==> src/rtl/hall_pkg.sv <==
`default_nettype none
// ============================================================================
// Module      : hall_pkg
// Description : Shared hall-sensor definitions: step type, 6-step code table,
//               invalid-code constants and small lookup helpers.
// Revision    : 1.0 - initial release
// ============================================================================
package hall_pkg;

    typedef logic [2:0] step_t;
    typedef logic [2:0] hall_code_t;

    // {SA,SB,SC} per step; element [0] is step 0.
    localparam logic [5:0][2:0] c_hall_code = {
        3'b001, 3'b011, 3'b010, 3'b110, 3'b100, 3'b101
    };

    localparam hall_code_t c_code_invalid_lo = 3'b000;
    localparam hall_code_t c_code_invalid_hi = 3'b111;
    localparam step_t      c_step_last       = 3'd5;

    function automatic hall_code_t hall_code(input step_t idx);
        hall_code_t code;
        case (idx)
            3'd0:    code = c_hall_code[0];
            3'd1:    code = c_hall_code[1];
            3'd2:    code = c_hall_code[2];
            3'd3:    code = c_hall_code[3];
            3'd4:    code = c_hall_code[4];
            3'd5:    code = c_hall_code[5];
            default: code = c_hall_code[0];
        endcase
        return code;
    endfunction

    function automatic step_t step_advance(input step_t idx, input logic rev);
        step_t nxt;
        if (rev) nxt = (idx == 3'd0) ? c_step_last : idx - 3'd1;
        else     nxt = (idx >= c_step_last) ? 3'd0 : idx + 3'd1;
        return nxt;
    endfunction

    function automatic logic is_valid_code(input hall_code_t code);
        return (code != c_code_invalid_lo) && (code != c_code_invalid_hi);
    endfunction

endpackage
`default_nettype wire

==> src/rtl/hall_step_timer.sv <==
`default_nettype none
// ============================================================================
// Module      : hall_step_timer
// Description : Per-step period counter with pending-period shadow register
//               and step-boundary strobe.
// Revision    : 1.0 - initial release
// ============================================================================
module hall_step_timer #(
    parameter int PERIOD_W = 16
) (
    input  logic                clk,
    input  logic                rst,
    input  logic                i_run,
    input  logic                i_count_en,
    input  logic                i_cfg_valid,
    input  logic [PERIOD_W-1:0] i_cfg_period,
    output logic                o_boundary,
    output logic                o_stop,
    output logic [PERIOD_W-1:0] o_active_period
);

    localparam logic [PERIOD_W-1:0] c_one = PERIOD_W'(1);

    logic [PERIOD_W-1:0] r_active;
    logic [PERIOD_W-1:0] r_pending;
    logic [PERIOD_W-1:0] r_count;
    logic                r_pend_flag;
    logic                w_boundary;

    assign w_boundary = i_run && i_count_en && (r_active != '0) &&
                        (r_count == r_active - c_one);

    always_ff @(posedge clk or posedge rst) begin
        if (rst) begin
            r_active    <= '0;
            r_pending   <= '0;
            r_count     <= '0;
            r_pend_flag <= 1'b0;
        end else if (!i_run) begin
            r_count <= '0;
            if (i_cfg_valid) r_active <= i_cfg_period;
        end else begin
            if (!i_count_en) begin
                r_count <= '0;
            end else if (w_boundary) begin
                r_count <= '0;
                if (r_pend_flag) r_active <= r_pending;
            end else begin
                r_count <= r_count + c_one;
            end
            // A write on the boundary cycle still lands in the shadow, after
            // the previous shadow value has been promoted.
            if (i_cfg_valid) begin
                r_pending   <= i_cfg_period;
                r_pend_flag <= 1'b1;
            end else if (w_boundary) begin
                r_pend_flag <= 1'b0;
            end
        end
    end

    assign o_boundary      = w_boundary;
    assign o_stop          = w_boundary && r_pend_flag && (r_pending == '0);
    assign o_active_period = r_active;

endmodule
`default_nettype wire

==> src/rtl/hall_emulator.sv <==
`default_nettype none
// ============================================================================
// Module      : hall_emulator
// Description : BLDC hall-pattern generator with programmable step period,
//               direction and bounded SA glitch injection.
// Revision    : 1.0 - initial release
// ============================================================================
module hall_emulator
    import hall_pkg::*;
#(
    parameter int PERIOD_W = 16,
    parameter int GLITCH_W = 4
) (
    input  logic                clk,
    input  logic                rst,
    input  logic                enable,
    input  logic                dir,
    input  logic                cfg_valid,
    input  logic [PERIOD_W-1:0] cfg_period,
    input  logic                glitch_req,
    input  logic [GLITCH_W-1:0] glitch_len,
    output logic                SA_out,
    output logic                SB_out,
    output logic                SC_out,
    output step_t               step_idx,
    output logic                step_pulse,
    output logic                glitch_busy
);

    localparam logic [0:0]          c_st_idle    = 1'b0;
    localparam logic [0:0]          c_st_run     = 1'b1;
    localparam logic [GLITCH_W-1:0] c_glitch_one = GLITCH_W'(1);

    logic [0:0]          r_state;
    step_t               r_step_idx;
    logic                r_sa;
    logic                r_sb;
    logic                r_sc;
    logic                r_step_pulse;
    logic                r_glitch_busy;
    logic [GLITCH_W-1:0] r_glitch_cnt;

    logic                w_run;
    logic                w_boundary;
    logic                w_stop;
    logic [PERIOD_W-1:0] w_active_period;
    logic                w_glitch_accept;
    logic                w_busy_next;
    step_t               w_idx_next;
    hall_code_t          w_code_next;

    assign w_run = (r_state == c_st_run);

    hall_step_timer #(
        .PERIOD_W (PERIOD_W)
    ) u_timer (
        .clk             (clk),
        .rst             (rst),
        .i_run           (w_run),
        .i_count_en      (enable),
        .i_cfg_valid     (cfg_valid),
        .i_cfg_period    (cfg_period),
        .o_boundary      (w_boundary),
        .o_stop          (w_stop),
        .o_active_period (w_active_period)
    );

    assign w_idx_next      = w_boundary ? step_advance(r_step_idx, dir) : r_step_idx;
    assign w_code_next     = hall_code(w_idx_next);
    assign w_glitch_accept = w_run && enable && !w_stop && glitch_req &&
                             !r_glitch_busy && (glitch_len != '0);

    // A new step always comes out clean unless a glitch starts on it.
    always_comb begin
        w_busy_next = r_glitch_busy;
        if (w_glitch_accept)
            w_busy_next = 1'b1;
        else if (!w_run || !enable || w_boundary)
            w_busy_next = 1'b0;
        else if (r_glitch_busy && (r_glitch_cnt == c_glitch_one))
            w_busy_next = 1'b0;
    end

    always_ff @(posedge clk or posedge rst) begin
        if (rst) begin
            r_state       <= c_st_idle;
            r_step_idx    <= 3'd0;
            r_sa          <= 1'b1;
            r_sb          <= 1'b0;
            r_sc          <= 1'b1;
            r_step_pulse  <= 1'b0;
            r_glitch_busy <= 1'b0;
            r_glitch_cnt  <= '0;
        end else begin
            case (r_state)
                c_st_idle: if (enable && (w_active_period != '0)) r_state <= c_st_run;
                c_st_run:  if (!enable || w_stop) r_state <= c_st_idle;
                default:   r_state <= c_st_idle;
            endcase

            r_step_idx    <= w_idx_next;
            r_step_pulse  <= w_boundary;
            r_glitch_busy <= w_busy_next;
            if (w_glitch_accept)
                r_glitch_cnt <= glitch_len;
            else if (r_glitch_busy)
                r_glitch_cnt <= r_glitch_cnt - c_glitch_one;

            r_sa <= w_code_next[2] ^ w_busy_next;
            r_sb <= w_code_next[1];
            r_sc <= w_code_next[0];
        end
    end

    assign SA_out      = r_sa;
    assign SB_out      = r_sb;
    assign SC_out      = r_sc;
    assign step_idx    = r_step_idx;
    assign step_pulse  = r_step_pulse;
    assign glitch_busy = r_glitch_busy;

endmodule
`default_nettype wire
==> config.mk <==
export PLATFORM = sky130hd
export DESIGN_NAME = hall_emulator
export DESIGN_NICKNAME = d
export VERILOG_FILES = /design/src/rtl/hall_pkg.sv /design/src/rtl/hall_step_timer.sv /design/src/rtl/hall_emulator.sv
export SDC_FILE = /design/constraint.sdc
export NUM_CORES = 1
export LEC_CHECK = 0
export ABC_AREA = 1
export CAP_MARGIN = 10
export CELL_PAD_IN_SITES_DETAIL_PLACEMENT = 2
export CELL_PAD_IN_SITES_GLOBAL_PLACEMENT = 2
export CORE_MARGIN = 4
export CORE_UTILIZATION = 35
export CTS_BUF_LIST = sky130_fd_sc_hd__clkbuf_4
export DETAILED_ROUTE_END_ITERATION = 7
export HOLD_SLACK_MARGIN = 0.15
export PLACE_DENSITY_LB_ADDON = 0.1
export SLEW_MARGIN = 20
export SYNTH_ARGS = -nofsm -noshare
export SYNTH_HDL_FRONTEND = slang
export SYNTH_SLANG_ARGS = --single-unit
export TNS_END_PERCENT = 50
==> constraint.sdc <==
create_clock -name clk -period 3.1 [get_ports clk]
set_clock_uncertainty 0.2 [all_clocks]
set_input_delay 0.62 -clock clk [delete_from_list [all_inputs] [get_ports clk]]
set_output_delay 0.62 -clock clk [all_outputs]
set_load 0.03 [all_outputs]
After elaboration in Yosys (flattened, before gate mapping)
Index checks and enable logic that the tools add are counted.
- latch bits: 0
- output and inout bits: 8
- logic and storage cells: 81
- flip-flop bits (word level): 62
- bits of input ports: 26
- memories: 0
- ROM bits: 0
- bits in writable memories: 0
- mux-type cells: 23
- bitwise logic cells: 2
- $add $sub $neg: 5
- equality and inequality tests: 10
- divide/modulo/power cells: 0
- shifts and indexed selects: 0
- order comparisons: 1
- reduce and logical (&&, ||, !) cells: 28
- $mul: 0
- operator list (kind ; count):
    2-to-1 mux 16 bit ; 8
    adder 16 x 1 -> 16 bit, second input constant ; 1
    equality test 16 bit ; 1
    logical NOT 16 bit ; 1
    nonzero test 16 bit ; 1
    subtractor 16 x 1 -> 16 bit, second input constant ; 1
    case mux 3 bit (5 select lines) ; 1
    2-to-1 mux 3 bit ; 4
    logical AND 1 bit ; 11
    2-to-1 mux 4 bit ; 2
    2-to-1 mux 1 bit ; 7
    equality test 3 x 2 -> 1 bit, second input constant ; 2
    equality test 3 bit, second input constant ; 2
    nonzero test 2 bit ; 3
    equality test 4 x 1 -> 1 bit, second input constant ; 1
    logical NOT 1 bit ; 4
    inequality test 2 x 1 -> 1 bit, second input constant ; 2
    AND reduction 2 bit ; 2
    AND reduction 4 bit ; 1
    nonzero test 4 bit ; 1
    subtractor 4 x 1 -> 4 bit, second input constant ; 1
    adder 3 x 1 -> 3 bit, second input constant ; 1
    equality test 3 x 1 -> 1 bit, second input constant ; 1
    >= comparator 3 bit, second input constant ; 1
    other kinds (7) ; 9

Longest topological paths before layout
Gate-level depths: netlist of the first run.
- word-level depth: 12
- gate-level depth with buffers: 20
- mapped depth without buffers: 20

By module
From an unflattened synthesis of the first run, not the netlist that was laid out.
- cell total of the unflattened synthesis: 543
- area, all modules: 3882.5 µm²
- by module, submodules not included (module ; instances ; cells an instance ; area each (µm²) ; seq. area each (µm²)):
    hall_step_timer ; 1 ; 430 ; 3019.1 ; 1226.2
    hall_emulator ; 1 ; 113 ; 863.3 ; 327.8

Least setup slack after synthesis of the first run
Ideal clock, no wire load.
- path type: register to register
- start point: register u_timer.r_active[0], in the netlist u_timer.o_active_period[0]
- end point: register u_timer.r_active[10], in the netlist u_timer.o_active_period[10]
- period minus slack after synthesis: 2.465 ns
- data arrival time: 2.141 ns
- library setup time: 0.124 ns
- cell stages (with the launch flop): 17
- path buffers: 1
- path slack: 0.635 ns
- required time: 2.776 ns
- cell sequence: dfrtp_1 > inv_1 > ha_1 > nand2_1 > nor2_1 > nand2_1 > nand2_1 > nand2_1 > nor2_2 > nand2_1 > nor2_2 > nand3_2 > nor2_4 > nand2_2 > nand2_4 > buf_4 > a21oi_2
- longest elaborated chain between the ends: 5
- elaborated cells between the ends (all ways): 7
- those cells by class: add/sub (1); eq/ne (2); reduce/logical (4)
- RTL lines (element ; line ; source):
    start, declared ; hall_step_timer.sv:24 ; logic [PERIOD_W-1:0] r_active;
    start signal, assigned ; hall_step_timer.sv:41 ; if (i_cfg_valid) r_active <= i_cfg_period;
    start signal, assigned ; hall_step_timer.sv:47 ; if (r_pend_flag) r_active <= r_pending;
    subtractor 16 x 1 -> 16 bit / nonzero test 16 bit (equally long branches) ; hall_step_timer.sv:31, hall_step_timer.sv:30 ;
    equality test 16 bit / logical AND 1 bit (equally long branches) ; hall_step_timer.sv:31, hall_step_timer.sv:30 ;
    logical AND 1 bit * ; hall_step_timer.sv:30 ; assign w_boundary = i_run && i_count_en && (r_active != '0) &&
    net u_timer.o_boundary ; hall_step_timer.sv:17 ; output logic o_boundary,
    inequality test 2 x 1 -> 1 bit (no line) * ; -- ;
    AND reduction 4 bit (no line) * ; -- ;
The timed path passes the listed nets; every way through them passes the cells marked *.
A chain may end at the register's enable or synchronous reset.

Worst setup path in the final report of the first run
- start point: register u_timer.r_active[0], in the netlist u_timer.o_active_period[0]
- end point: register u_timer.r_active[14], in the netlist u_timer.o_active_period[14]
Same word-level chain as after synthesis.

==> metrics.csv, run 1 <==
stage;metric;value;unit
place;dp_hpwl;10700;microns
place;dp_cells;740;
timing;slew_headroom;58.7;%
timing;fin_crit_sh;90.5;%
cts;cts-htree-levels;3;
logic_synthesis;synthTopCellsByCount;nand2_1, inv_1, nor2_1;
setup_path;critPathKind;flip-flop to flip-flop;
layout;final_area;0.00478;sq mm
place;placed_cell_area;0.00463;sq mm
setup_path;required;3.26;ns
timing;maxSlewViolCount;0;
logic_synthesis;synth_area;0.00410;sq mm
cts;numCtsBuffers;9;
pwr;power;2.75;mW
pwr;peakVddDrop;273;uV
floorplan;die_height;116;microns
cts;cts.path.max_buffers;2;
logic_synthesis;synth_most_common_cell;nand2_1;
pwr;power_density;576;mW/mm^2
logic_synthesis;synth_top_area_share;36.7;%
logic_synthesis;ys_ff_latch;62;
cts;clk_latency;0.45;ns
global_routing;grt_pass1_wl;22300;microns
hold_path;holdCritPathClass;flip-flop to flip-flop;
route;drcViolationCount;0;
setup_path;start_kind;flip-flop;
route;ant_nets;0;
route;vias;3839;
logic_synthesis;yosys_warnings;0;
logic_synthesis;synth.area.top_cells;dfrtp_1, nand2_1, inv_1, nor2_1, nand3_1;
floorplan;initial_utilization;35.9;%
route;first_pass_iters;4;
floorplan;core_area;0.0114;sq mm
logic_synthesis;synth_edf_count;0;
place;dp_slack;-0.0117;ns
timing;tightest_slew;0.619;ns
setup_path;cp.arrival;2.96;ns
timing;fmax;356;MHz
timing;final.min_clock_period;2.81;ns
route;routed_via_density;5.08;
timing;worst_slack;0.294;ns
layout;diodes;0;
logic_synthesis;synth_cell_types;38;
place;gp_congestion;0.835;
floorplan;die-area;0.0135;sq mm
route;wl;13300;microns
logic_synthesis;synthCells;567;
global_routing;grt_pass1_vias;4311;
global_routing;overflow;0;
logic_synthesis;synth_nets;602;
logic_synthesis;synth.avg_cell_area;7.22;sq um
timing;grt_setup_unrepaired;false;
cts;cts_hold_buf;0;
timing;hold_violations;0;
place;numPortBuffers;33;
floorplan;ios;34;
route;initialDrtViolationCount;105;
global_routing;grt_use_total;21.5;%
timing;hold_ws;0.303;ns
timing;setup_viol;0;
cts;cts_root_buf;clkbuf_4;
setup_path;path_max_fanout;16;
floorplan;row_count;39;
pwr;leakage;2.30;nW
logic_synthesis;ys_seq_area_share;37.9;%
layout;area_delta_synth_final;16.8;%
cts;clk_pin_slew;0.10;ns
cts;clock_sinks;62;
layout;drive_above_1_share;13.5;%
global_routing;antenna_found_initial;0;
route;wl_per_cell;17.7;microns
floorplan;die_w;116;microns
global_routing;grt_start_max_net_pins;63;
layout;final_nets;643;
outcome;status;finished, final reports clean;
timing;setup_tns;0;ns
cts;cts_tree;yes;
layout;fin_util;41.9;%
setup_path;cp-end-kind;flip-flop;
logic_synthesis;synthArstFlopShare;100;%
logic_synthesis;ys.flop_type;dfrtp_1;
logic_synthesis;synth_top_area_cell;dfrtp_1;
flow_run;cap_violations;0;
layout;stdcell_count;756;
==> repair_timing <==
action | CTS | global route
resized for setup | 0 | 5
setup buffers | 0 | 0
endpoints found under the setup margin | 0 | 33
==> flip-flops by register name (all words and copies together), names as in the netlist <==
register,cells
SB_out,1
u_timer.r_count,16
glitch_busy,1
u_timer.r_pend_flag,1
r_glitch_cnt,4
step_idx,3
u_timer.o_active_period,16
r_state,1
SA_out,1
u_timer.r_pending,16
step_pulse,1
SC_out,1
==> worst max-delay path: stages (launching register included) <==
cell and delay [ns]:
dfrtp_1 0.39, inv_1 0.10, buf_4 0.18, ha_1 0.21, nand3_1 0.10, nor2_1 0.07, nand3_1 0.16, nand2_1 0.08
nor2_1 0.10, nand2_1 0.07, nor2_2 0.19, inv_2 0.07, nor2_4 0.16, nand2_2 0.08, nand2_4 0.17, buf_12 0.19
o211ai_1 0.10, o21ai_0 0.10
==> logic make-up (layout without fill, tap and decap cells) <==
| family | after synthesis | after routing | synth area share [%] |
|---|---|---|---|
| simple gates | 313 | 313 | 33.7 |
| compound gates | 67 | 67 | 11.7 |
| xor+xnor | 17 | 17 | 3.97 |
| fa+ha+maj | 9 | 9 | 2.75 |
| buf+inv | 99 | 145 | 9.93 |
| flops | 62 | 62 | 37.9 |
==> path summary, 6_finish.rpt <==
path                                             from                     endpoint  slack [ns]  cells after the start
max                        u_timer.o_active_period[0]  u_timer.o_active_period[14]        0.29                     17
min                                u_timer.r_count[0]           u_timer.r_count[0]        0.30                      1
max reg2reg                u_timer.o_active_period[0]  u_timer.o_active_period[14]        0.29                     17
min reg2reg                        u_timer.r_count[0]           u_timer.r_count[0]        0.30                      1
max in group asynchronous                         rst                       SA_out        2.01                      3
min in group asynchronous                         rst          u_timer.r_count[10]        0.34                      3
==> metal layers <==
layer	vias up	track usage [%]	share of wire [%]
met4	0	8.35	2.0
met3	17	3.11	2.0
met5	-	0	0
li1	1860	-	-
met2	40	37.5	51
met1	1922	26.9	45
==> cells in the final DEF, fill, tap and decap left out, types with 5 or more instances in the layout <==
master           synthesis  final
a21oi_2                  5      5
nor3_1                   6      6
ha_1                     9      8
dfrtp_1                 60     60
o211ai_2                 9      9
xnor2_1                  7      7
clkdlybuf4s50_1          0     33
buf_4                    2      5
clkbuf_4                 0     12
inv_1                   82     80
nand3_1                 34     33
inv_2                    4      6
o21ai_2                  9      9
o21ai_0                 31     31
nand2_1                166    166
nor2_4                   5      5
xor2_1                   9      9
nor2_2                   9     10
nor2_1                  70     69
==> area by class of cell <==
class	instances	area [sq um]
timing repair buffer	41	428
multi-input combinational	406	2150
sequential	62	1550
clock buffer	12	90.1
tap	143	179
fill	1382	6640
inverter	88	330
clock inverter	4	47.5
==> where the power goes <==
group / internal [mW] / leakage (nW) / switching, mW / total (mW)
combinational: 0.363 / 1.45 / 0.651 / 1.01
sequential: 0.949 / 0.768 / 0.200 / 1.15
clock: 0.271 / 0.0789 / 0.319 / 0.590
Note: power is estimated with default switching activity, not from simulation.
==> run 2, diff against run 1 <==
SLEW_MARGIN = 0   (was 20)
==> results of run 2 <==
No change in the layout: final DEF, timing and power equal those of run 1.
